--- config.mk ---
export PLATFORM = sky130hd
export DESIGN_NAME = pc_gen
export DESIGN_NICKNAME = d
export VERILOG_FILES = /design/src/rtl/pc_gen.sv
export SDC_FILE = /design/constraint.sdc
export NUM_CORES = 1
export LEC_CHECK = 0
export CORE_MARGIN = 3
export CORE_UTILIZATION = 25
export DETAILED_ROUTE_END_ITERATION = 7
export PLACE_DENSITY_LB_ADDON = 0.15
export SYNTH_ARGS = -nofsm -noshare
export SYNTH_HDL_FRONTEND = slang
export SYNTH_HIERARCHICAL = 1
export SYNTH_SLANG_ARGS = --single-unit
--- constraint.sdc ---
create_clock -name clk -period 3.14 [get_ports clk]
set_clock_uncertainty 0.1 [all_clocks]
set_input_delay 0.314 -clock clk [delete_from_list [all_inputs] [get_ports clk]]
set_output_delay 0.314 -clock clk [all_outputs]
set_load 0.05 [all_outputs]
--- src/rtl/pc_gen.sv ---
// Fetch program-counter generator: sequential +2/+4 advance, prioritised redirects,
// debug halt/resume and misaligned-target reporting.

module pc_gen_redir_lane #(
  parameter int ADDR_W = 32,
  parameter int C_EXT  = 1
) (
  input  logic [ADDR_W-1:0] raw,
  output logic [ADDR_W-1:0] aligned,
  output logic              mis
);
  localparam logic [ADDR_W-1:0] MASK = (C_EXT != 0) ? ADDR_W'(1) : ADDR_W'(3);

  assign aligned = raw & ~MASK;
  assign mis     = |(raw & MASK);
endmodule

module pc_gen #(
  parameter int                 ADDR_W    = 32,
  parameter logic [ADDR_W-1:0]  RESET_VEC = '0,
  parameter int                 N_REDIR   = 3,
  parameter int                 C_EXT     = 1
) (
  input  logic                      clk,
  input  logic                      rst_n,
  input  logic                      hold_i,
  input  logic                      step_c_i,
  input  logic [N_REDIR-1:0]        redir_valid_i,
  input  logic [N_REDIR*ADDR_W-1:0] redir_addr_i,
  input  logic                      halt_req_i,
  input  logic                      resume_i,
  input  logic                      fetch_ready_i,
  output logic                      fetch_valid_o,
  output logic [ADDR_W-1:0]         fetch_pc_o,
  output logic                      fetch_kill_o,
  output logic [N_REDIR-1:0]        redir_sel_o,
  output logic                      misalign_o,
  output logic [ADDR_W-1:0]         misalign_addr_o,
  output logic                      halted_o
);
  typedef enum logic [1:0] {BOOT, RUN, HALT} state_t;

  state_t                          state;
  logic [ADDR_W-1:0]               pc;
  logic [N_REDIR-1:0][ADDR_W-1:0]  tgt_raw, tgt_al;
  logic [N_REDIR-1:0]              tgt_mis;
  logic [N_REDIR-1:0]              win_sel;
  logic [ADDR_W-1:0]               win_pc, win_raw, step;
  logic                            win_mis, redir_any;

  assign tgt_raw = redir_addr_i;

  genvar g;
  generate
    for (g = 0; g < N_REDIR; g++) begin : g_lane
      pc_gen_redir_lane #(.ADDR_W(ADDR_W), .C_EXT(C_EXT)) u_lane (
        .raw     (tgt_raw[g]),
        .aligned (tgt_al[g]),
        .mis     (tgt_mis[g])
      );
    end
  endgenerate

  // Scan high to low so the lowest requesting channel is the last one written.
  always_comb begin
    win_sel = '0;
    win_pc  = '0;
    win_raw = '0;
    win_mis = 1'b0;
    for (int k = N_REDIR-1; k >= 0; k--) begin
      if (redir_valid_i[k]) begin
        win_sel    = '0;
        win_sel[k] = 1'b1;
        win_pc     = tgt_al[k];
        win_raw    = tgt_raw[k];
        win_mis    = tgt_mis[k];
      end
    end
  end

  assign redir_any    = |redir_valid_i;
  assign step         = ((C_EXT != 0) && step_c_i) ? ADDR_W'(2) : ADDR_W'(4);
  assign fetch_kill_o = fetch_valid_o & redir_any;
  assign fetch_pc_o   = pc;

  always_ff @(posedge clk) begin
    if (!rst_n) begin
      state           <= BOOT;
      pc              <= RESET_VEC;
      fetch_valid_o   <= 1'b0;
      redir_sel_o     <= '0;
      misalign_o      <= 1'b0;
      misalign_addr_o <= '0;
      halted_o        <= 1'b0;
    end else begin
      redir_sel_o <= win_sel;
      misalign_o  <= redir_any & win_mis;
      if (redir_any && win_mis) misalign_addr_o <= win_raw;

      if (redir_any)
        pc <= win_pc;
      else if (state == RUN && !hold_i && fetch_ready_i)
        pc <= pc + step;

      case (state)
        BOOT: begin
          state         <= RUN;
          fetch_valid_o <= 1'b1;
          halted_o      <= 1'b0;
        end
        RUN: if (halt_req_i) begin
          state         <= HALT;
          fetch_valid_o <= 1'b0;
          halted_o      <= 1'b1;
        end
        HALT: if (resume_i) begin
          state         <= RUN;
          fetch_valid_o <= 1'b1;
          halted_o      <= 1'b0;
        end
        default: begin
          state         <= BOOT;
          fetch_valid_o <= 1'b0;
          halted_o      <= 1'b0;
        end
      endcase
    end
  end
endmodule

==> summary.md <==
| Metric | Value |
|---|---|
| Hold_sp | `misalign_addr_o[31]` |
| P_sw | `approximately 0.001 W` |
| Critical path origin | `step_c_i` |
| CP max stage delay | `about 0.55 ns` |
| Syn Inst Count | `between 600 and 700` |
| Number of flops mapped to enable cells by yosys | `0` |
| Core Region | `approximately 0.020 mm2` |
| Adder-Cell Fraction of Synth Area | `0.00879` |
| Synth Area in Simple Gates | `0.174` |
| Drc violations | `0` |
| Sequential share of power | `0.350` |
| DRT iter0 DRCs | `approximately 340` |
| Global-route wire length before repair | `between 20 and 30 mm` |
| Netlist Area Pre-Place | `approximately 0.005 mm2` |
| Main combinational cell family by area after synthesis | `compound AO/OA/AOI/OAI gates` |
| Drt pass-1 iters | `7` |
| Detail Placement HPWL | `around 15 mm` |
| Slowest-stage cell, CP | `clkdlybuf4s50_1` |
| Avg WL per Cell | `20.1 um` |
| Pint | `around 0.0019 W` |
| Post-layout util | `0.339` |
| Die W | `roughly 150 um` |
| Initial antenna violation count | `0` |
| Clock Tree Buf Depth | `2` |
| Asr flop ratio synth | `0` |
| Final setup fails | `0` |
| Post-CTS Repair Setup Buffers | `0` |
| Initial Utilization | `0.259` |
| CP cell instances | `clkdlybuf4s50_1, ha_1, inv_1, fa_1, nand4b_4, nor3_4, nand3_1, a221o_1, a221oi_2` |
| Clk pin slew, worst setup/hold paths | `around 0.06 ns` |
| Max-slew violation count | `0` |
| Diode count | `0` |
| Fraction of layout cells with a size suffix above 1 | `0.0845` |
| Fillers | `~2100` |
| Routed Wire Length | `between 15 and 20 mm` |
| FF-to-FF Start | `fetch_pc_o[1]` |
| IO Port Bufs | `between 150 and 200` |
| Syn nets | `754` |
| Yosys warnings | `6` |
| Worst-Margin Slew | `0.804 ns` |
| H-tree depth | `3` |
| Sw frac | `0.347` |
| PwrDens | `~440 mW/mm2` |
| Number of global-route vias before repair | `around 5000` |
| Avg Synthesized Cell Area | `7.94 um2` |
| Top-count cell post-synth | `buf_4` |
| Final hold violation count | `0` |
| GRT Overall Usage | `0.174` |
| Min Tclk post-route | `2.54 ns` |
| Clock power share | `0.346` |
| Maximum VDD drop | `0.249 mV` |
| HP Class | `reg2reg` |
| Post-cts gate resize count | `0` |
| Largest net degree at the start of global routing | `57` |
| Drt via density | `5.28` |
| Startpoint class of the critical path | `input port` |
| Die Ht | `approximately 150 um` |
| Worst slew margin | `0.463` |
| Area growth from synthesis to layout | `30.9%` |
| Final antenna-violating net count | `0` |
| Mux contribution to synthesized area | `0.00391` |
| WHS | `around 0.35 ns` |
| CTS root buf | `clkbuf_16` |
| Unrepaired setup endpoints after global routing | `false` |
| Critical path class | `in2reg` |
| Yosys top cell by area | `dfxtp_1` |
| FMAX | `~390 MHz` |
| Setup TNS | `0 ns` |
| Synth Register Bits | `70` |
| Xor and xnor area share after synthesis | `0.0120` |
| Cell row count | `about 50` |
| Clock tree from TritonCTS | `built` |
| Total CTS buffers | `9` |
| Most instantiated cells after synthesis | `buf_4, dfxtp_1, nand2_1` |
| Clk Latency, worst-skew pair | `0.34 ns` |
| Share of the synthesized area in the top cell type | `0.274` |
| Die Area | `between 0.02 and 0.025 mm2` |
| Comb pwr share | `0.304` |
| Synth unique cells | `64` |
| Max_cap viols | `0` |
| Status | `finished, final reports clean` |
| CP Data Required Time | `around 3.3 ns` |
| Top_reg_cell synth | `dfxtp_1` |
| Synth area leaders | `dfxtp_1, buf_4, a221o_1` |
| Crit path max fanout | `6` |
| Seq/Total Area, Yosys | `0.274` |
| Fin nets | `814` |
| Hold_buf cts | `0` |
| Crit path DAT | `about 2.7 ns` |
| R2R setup slack | `roughly 0.8 ns` |
| Post-route clock period utilization | `0.808` |
| GRT overflow | `0` |
| # IOs | `about 180` |
| Setup crit end kind | `register` |
| GPL Wtd Cong | `~0.8` |
| Compound-Gate Fraction of Synth Area | `0.325` |
| Via count | `slightly above 5000` |
| Clk sinks | `70` |
| Static leakage | `around 2.3 nW` |
cells by family (layout without fill, tap and decap cells):
group / after synthesis / in the layout
flip-flops: 70 / 70
AND/OR/NAND/NOR: 157 / 157
adder cells (fa/ha/maj): 3 / 3
AO/OA/AOI/OAI: 241 / 241
XOR/XNOR: 7 / 7
other: 3 / 3
multiplexers: 2 / 2
buffers and inverters: 162 / 227
per-layer routing:
layer	wire length [um]	track usage	up-vias
li1	-	-	2432
met4	375	0.0554	0
met2	8690	0.265	233
met3	1560	0.0435	23
met1	8980	0.242	2464
met5	0	0	-
placed cells by master (no fill, tap or decap), types with 9 or more instances in the layout:
cell,instances
clkdlybuf4s50_1,173
a31oi_1,9
a21oi_1,54
dfxtp_1,70
o211ai_1,33
clkbuf_16,9
buf_4,21
nand2_1,67
nor3_1,12
inv_1,11
nand3_1,10
a221o_1,42
nor2_1,18
a22oi_1,14
o21ai_0,50
o22ai_1,12
cell type report:
type	count	area, um2	area share
multi-input cells	413	2710	0.404
well taps	265	332	0.0494
clock inverters	2	15.0	0.00224
repair buffers	197	1920	0.286
flip-flops and latches	70	1400	0.209
inverters	14	52.6	0.00784
clock buffers	14	274	0.0409
stage by stage:
| step | total power, W | setup slack, ns | instance area (um2) | std cells |
|---|---|---|---|---|
| 2_1_floorplan | 0.00161 | 0.485 | 5120 | 645 |
| 3_3_place_gp | 0.00193 | 0.357 | 6420 | 959 |
| 3_5_place_dp | 0.00194 | 0.289 | 6420 | 959 |
| 4_1_cts | 0.00296 | 0.644 | 6710 | 975 |
| 5_1_grt | 0.00307 | 0.409 | 6710 | 975 |
| 6_report | 0.00293 | 0.602 | 6710 | 975 |
power groups by stage:
stage          logic (W)  clock network [W]  registers [W]
6_report        0.000892            0.00101        0.00103
5_1_grt         0.000954            0.00108        0.00104
4_1_cts         0.000896            0.00104        0.00103
3_5_place_dp    0.000893                  0        0.00104
3_3_place_gp    0.000887                  0        0.00104
2_1_floorplan   0.000371                  0        0.00124
registers in the layout, summed over array words and instances (netlist names):
signal / count
redir_sel_o: 3
misalign_o: 1
misalign_addr_o: 32
halted_o: 1
fetch_valid_o: 1
fetch_pc_o: 32
worst max-delay path, delay by kind of cell:
family                     cells  cell delay [ns]
AOI/OAI and AO/OA              2             0.56
buffers and inverters          2             0.61
and+or+nand+nor                3             0.61
adders and majority gates      2             0.59
final timing paths:
kind                                             to  depth (start not counted)
worst max-delay path                 fetch_pc_o[23]                          9
worst min-delay path            misalign_addr_o[31]                          2
worst max register to register       fetch_pc_o[23]                          8
worst min register to register  misalign_addr_o[31]                          2
(Power assumes the default switching activity.)
